<file path="config.mk">
export PLATFORM = sky130hd
export DESIGN_NAME = sts_tx_generator
export DESIGN_NICKNAME = d
export VERILOG_FILES = /design/src/rtl/sts_tx_generator.sv
export SDC_FILE = /design/constraint.sdc
export NUM_CORES = 1
export LEC_CHECK = 0
export ABC_AREA = 1
export CAP_MARGIN = 25
export CORE_AREA = 2 2 206 208
export DETAILED_ROUTE_END_ITERATION = 12
export DIE_AREA = 0 0 208 210
export PLACE_DENSITY = 0.86
export SLEW_MARGIN = 40
export SYNTH_ARGS = -nofsm -noshare
export SYNTH_HDL_FRONTEND = slang
export SYNTH_SLANG_ARGS = --single-unit
export TNS_END_PERCENT = 10
</file>
<file path="constraint.sdc">
create_clock -name clk_i -period 4.3 [get_ports clk_i]
set_input_delay 0.86 -clock clk_i [delete_from_list [all_inputs] [get_ports clk_i]]
set_output_delay 0.86 -clock clk_i [all_outputs]
set_load 0.01 [all_outputs]
</file>
<file path="src/rtl/sts_tx_generator.sv">
// sts_tx_generator: streams the 802.11a short training sequence as PHASES parallel I/Q samples per beat
module sts_tx_generator #(
    parameter int DATAWIDTH   = 16,
    parameter int PHASES      = 16,
    parameter int PERIODICITY = 16,
    parameter int NREP        = 10
) (
    input  logic                        clk_i,
    input  logic                        rst_ni,
    input  logic                        start_i,
    input  logic                        abort_i,
    input  logic [1:0]                  scale_i,
    input  logic                        out_ready_i,
    output logic                        out_valid_o,
    output logic signed [DATAWIDTH-1:0] i_out_o [0:PHASES-1],
    output logic signed [DATAWIDTH-1:0] q_out_o [0:PHASES-1],
    output logic                        last_o,
    output logic                        busy_o,
    output logic                        done_o
);
    localparam int NBEATS = NREP * PERIODICITY / PHASES;
    localparam int BW = $clog2(NBEATS + 1);
    localparam int PW = PERIODICITY > 1 ? $clog2(PERIODICITY) : 1;
    localparam logic signed [15:0] ROM_I [16] = '{
        16'sd1507, -16'sd4325, -16'sd426, 16'sd4686, 16'sd3015, 16'sd4686, -16'sd426, -16'sd4325,
        16'sd1507, 16'sd66, -16'sd2589, -16'sd426, 16'sd0, -16'sd426, -16'sd2589, 16'sd66};
    localparam logic signed [15:0] ROM_Q [16] = '{
        16'sd1507, 16'sd66, -16'sd2589, -16'sd426, 16'sd0, -16'sd426, -16'sd2589, 16'sd66,
        16'sd1507, -16'sd4325, -16'sd426, 16'sd4686, 16'sd3015, 16'sd4686, -16'sd426, -16'sd4325};

    typedef enum logic [1:0] {IDLE, RUN, FLUSH} state_t;

    state_t                      state;
    logic [BW-1:0]               beat;
    logic [PW-1:0]               phase;
    logic [PW-1:0]               ld_phase;
    logic [1:0]                  scale;
    logic [1:0]                  ld_scale;
    logic signed [DATAWIDTH-1:0] ld_i [0:PHASES-1];
    logic signed [DATAWIDTH-1:0] ld_q [0:PHASES-1];

    // samples of the beat to load next: phase 0 with the live scale on start, else the following phase
    always_comb begin
        ld_phase = state == IDLE ? '0 : PW'((32'(phase) + PHASES) % PERIODICITY);
        ld_scale = state == IDLE ? scale_i : scale;
        for (int p = 0; p < PHASES; p++) begin
            ld_i[p] = DATAWIDTH'(ROM_I[4'((32'(ld_phase) + p) % 16)] >>> ld_scale);
            ld_q[p] = DATAWIDTH'(ROM_Q[4'((32'(ld_phase) + p) % 16)] >>> ld_scale);
        end
    end

    // burst sequencer with every output registered; abort wins over start and over the final transfer
    always_ff @(posedge clk_i or negedge rst_ni) begin
        if (!rst_ni) begin
            state       <= IDLE;
            beat        <= '0;
            phase       <= '0;
            scale       <= '0;
            out_valid_o <= 1'b0;
            last_o      <= 1'b0;
            busy_o      <= 1'b0;
            done_o      <= 1'b0;
            i_out_o     <= '{default: '0};
            q_out_o     <= '{default: '0};
        end else begin
            case (state)
                IDLE: if (start_i && !abort_i) begin
                    state       <= RUN;
                    scale       <= scale_i;
                    beat        <= '0;
                    phase       <= '0;
                    out_valid_o <= 1'b1;
                    busy_o      <= 1'b1;
                    last_o      <= NBEATS == 1;
                    i_out_o     <= ld_i;
                    q_out_o     <= ld_q;
                end
                RUN: if (abort_i || (out_ready_i && last_o)) begin
                    state       <= abort_i ? IDLE : FLUSH;
                    done_o      <= !abort_i;
                    out_valid_o <= 1'b0;
                    busy_o      <= 1'b0;
                    last_o      <= 1'b0;
                    i_out_o     <= '{default: '0};
                    q_out_o     <= '{default: '0};
                end else if (out_ready_i) begin
                    beat        <= beat + 1'b1;
                    phase       <= ld_phase;
                    last_o      <= 32'(beat) + 2 == NBEATS;
                    i_out_o     <= ld_i;
                    q_out_o     <= ld_q;
                end
                default: begin
                    state  <= IDLE;
                    done_o <= 1'b0;
                end
            endcase
        end
    end
endmodule
</file>
==> flow_metrics.env <==
export IMPL_finClkSkew_ns=0.0256
export IMPL_clk_pin_slew_worst_paths_ns=0.07
export IMPL_clk_latency_ns=0.58
export IMPL_p_clk_frac=0.227
export IMPL_gp_congestion=1.01
export IMPL_cell_internal_pwr_mw=9.73
export IMPL_switching_share=0.361
export IMPL_post_route_drc_count=0
export IMPL_finalPower_mw=15.2
export IMPL_arrival_ns=3.93
export IMPL_crit_slowest_cell="ha_1"
export IMPL_crit_path_max_incr_delay_ns=0.54
export IMPL_grt_pass1_vias=19643
export IMPL_synthFlopType="dfrtp_1"
export IMPL_setup_viol=0
export IMPL_ctsHoldBuffers=0
export IMPL_finalHoldViolCount=0
export IMPL_status="completed"
export IMPL_fmax_mhz=288
export IMPL_globalRouteOverflowTotal=0
export IMPL_ys_ff_latch=363
export IMPL_clockBufferDepth=3
export IMPL_num_vias=21430
export IMPL_path_class="reg -> reg"
export IMPL_die_h_um=210
export IMPL_drtAntennaViolNets=0
export IMPL_clock_sinks=363
export IMPL_power_frac_seq=0.353
export IMPL_fp_dieW_um=208
export IMPL_setup_tns_ns=0
export IMPL_cts_htree_levels=2
export IMPL_syn_nets=3022
export IMPL_worstMarginPinSlew_ns=0.946
export IMPL_root_buffer="clkbuf_16"
export IMPL_drive_above_1_share=0.0385
export IMPL_fin_crit_ns=3.47
export IMPL_power_density_nw_per_um2=567
export IMPL_dp_cells=3742
export IMPL_layout_nets=3273
export IMPL_cts_resized=0
export IMPL_crit_chain="inv_2, nand2_4, nand2_1, ha_1, ha_1, inv_1, nand2_1, a21boi_0, nand2_1, nand3_1, nand3_1, nand3_1, nand2_1"
export IMPL_io_buffer_count=522
export IMPL_critPathCaptureType="flop"
export IMPL_layout_setup_ws_ns=0.830
export IMPL_synth_edff_count=0
export IMPL_cts_setup_buffers=0
export IMPL_die_area_sq_um=43700
export IMPL_dpl_worst_slack_ns=0.962
export IMPL_hold_path_class="in -> async"
export IMPL_cts_inserted_buffers=39
export IMPL_ir_drop_uv=403
export IMPL_cts_tree="done"
export IMPL_initial_core_util=0.511
export IMPL_slew_headroom=0.369
export IMPL_synth_top_area_share=0.429
export IMPL_crit_path_max_fanout=14
export IMPL_drtIter0Drc=2912
export IMPL_ios=523
export IMPL_p_sw_mw=5.50
export IMPL_ys_warn_count=0
export IMPL_crit_top_cell="nand2_1"
export IMPL_grt_antenna_before_repair=0
export IMPL_dp_hpwl_um=52100
export IMPL_maxCapViolations=0
export IMPL_instances_no_fill=3815
export IMPL_coreArea_sq_um=41500
export IMPL_syn_inst=2995
export IMPL_row_count=75
export IMPL_wl_per_cell_um=18.9
export IMPL_yosysSeqAreaShare=0.429
export IMPL_ys_async_sr_fraction=1.00
export IMPL_cp_required_ns=4.76
export IMPL_yosys_area_top_type="dfrtp_1"
export IMPL_synthTopCellsByArea="dfrtp_1 43%, nand2_1 24%, nand3_1 13%"
export IMPL_cellLeakagePower_nw=13.4
export IMPL_rsz0062_at_grt="false"
export IMPL_startpoint_type="flop"
export IMPL_firstDrtPassIters=10
export IMPL_yosysUniqueCellTypes=34
export IMPL_rr_worst_depth=13
export IMPL_grt_pass1_wl_um=111000
export IMPL_routed_via_density=5.62
export IMPL_fin_crit_sh=0.807
export IMPL_syn_cell_area_sq_um=21200
export IMPL_grt_usage=0.320
export IMPL_avgSynthCellArea_sq_um=7.08
export IMPL_slew_viol_final=0
export IMPL_antenna_cells=0
export IMPL_syn_to_final_growth_pct=26.7
export IMPL_synth_most_common_cell="nand2_1"
export IMPL_synth_cells_most_frequent="1,348 x nand2_1, 548 x nand3_1, 363 x dfrtp_1"
export IMPL_drt_total_wl_um=72000
export IMPL_p_comb_frac=0.420
export IMPL_grt_start_max_net_pins=210
## cells in the final DEF, fill, tap and decap left out, drive strengths merged, types with 34 or more instances in the layout
cell type,netlist,final
clkdlybuf4s50,0,521
nor2,42,42
clkbuf,82,57
nand3,550,550
o211ai,60,60
inv,69,70
nand2,1358,1358
dfrtp,363,363
o21ai,121,121
a21oi,34,34
## critical path, delay by kind of cell (launching register included)
kind	cells	cell delay (ns)
compound gates	1	0.44
fa+ha+maj	2	0.98
buf+inv	2	0.21
flops	1	0.47
simple gates	8	1.24
## logic make-up after synthesis
kind of cell / synth area share
buf+inv: 0.106
fa+ha+maj: 0.0118
simple gates: 0.385
xor+xnor: 0.00124
compound gates: 0.0668
flops: 0.429
mux: 0.000945
## layer usage
| layer | share of wire | wire [um] | global-route usage | vias to the layer above |
|---|---|---|---|---|
| met3 | 0.094 | 6770 | 0.0644 | 183 |
| met5 | 0 | 0 | 0.00111 | - |
| li1 | - | - | - | 10067 |
| met2 | 0.47 | 33700 | 0.511 | 1159 |
| met4 | 0.048 | 3470 | 0.147 | 0 |
| met1 | 0.39 | 28100 | 0.423 | 10021 |
## flip-flops by register name, summed over array words and instances, names as in the netlist
| name | count |
|---|---|
| q_out_o | 190 |
| last_o | 1 |
| out_valid_o | 1 |
| beat | 4 |
| scale | 2 |
| done_o | 1 |
| i_out_o | 158 |
| phase | 4 |
| state | 2 |
## power groups by stage
| stage | Combinational [mW] | Clock (mW) | Sequential, mW |
|---|---|---|---|
| detailed placement | 6.39 | 0 | 5.39 |
| floorplan | 2.67 | 0 | 5.68 |
| global placement | 6.30 | 0 | 5.38 |
| finish | 6.40 | 3.45 | 5.37 |
| global route | 6.86 | 3.64 | 5.50 |
| CTS | 6.42 | 3.49 | 5.38 |
## worst paths after layout
path	to	slack (ns)	from
worst max-delay path	i_out_o[201]	0.83	state[1]
worst min-delay path	q_out_o[214]	0.15	rst_ni
worst max register to register	i_out_o[201]	0.83	state[1]
worst min register to register	scale[1]	0.47	scale[1]
max in group asynchronous	i_out_o[152]	3.09	rst_ni
min in group clk_i	scale[1]	0.47	scale[1]
## final cells by class
class,instances,area (sq um)
clock buffer,57,1170
inverter,69,269
timing repair buffer,551,5620
clock inverter,14,140
sequential,363,9080
tap,539,674
multi-input combinational,2222,9890
fill,3646,14600
## per-stage QoR
step,cell area [sq um],util,hold slack (ns)
finish,26900,0.647,0.150
global route,26900,0.647,0.173
CTS,26800,0.646,0.371
detailed placement,25500,0.614,0.460
global placement,25500,0.614,0.452
floorplan,21200,-,0.434
Power figures use the tool's default switching activity.
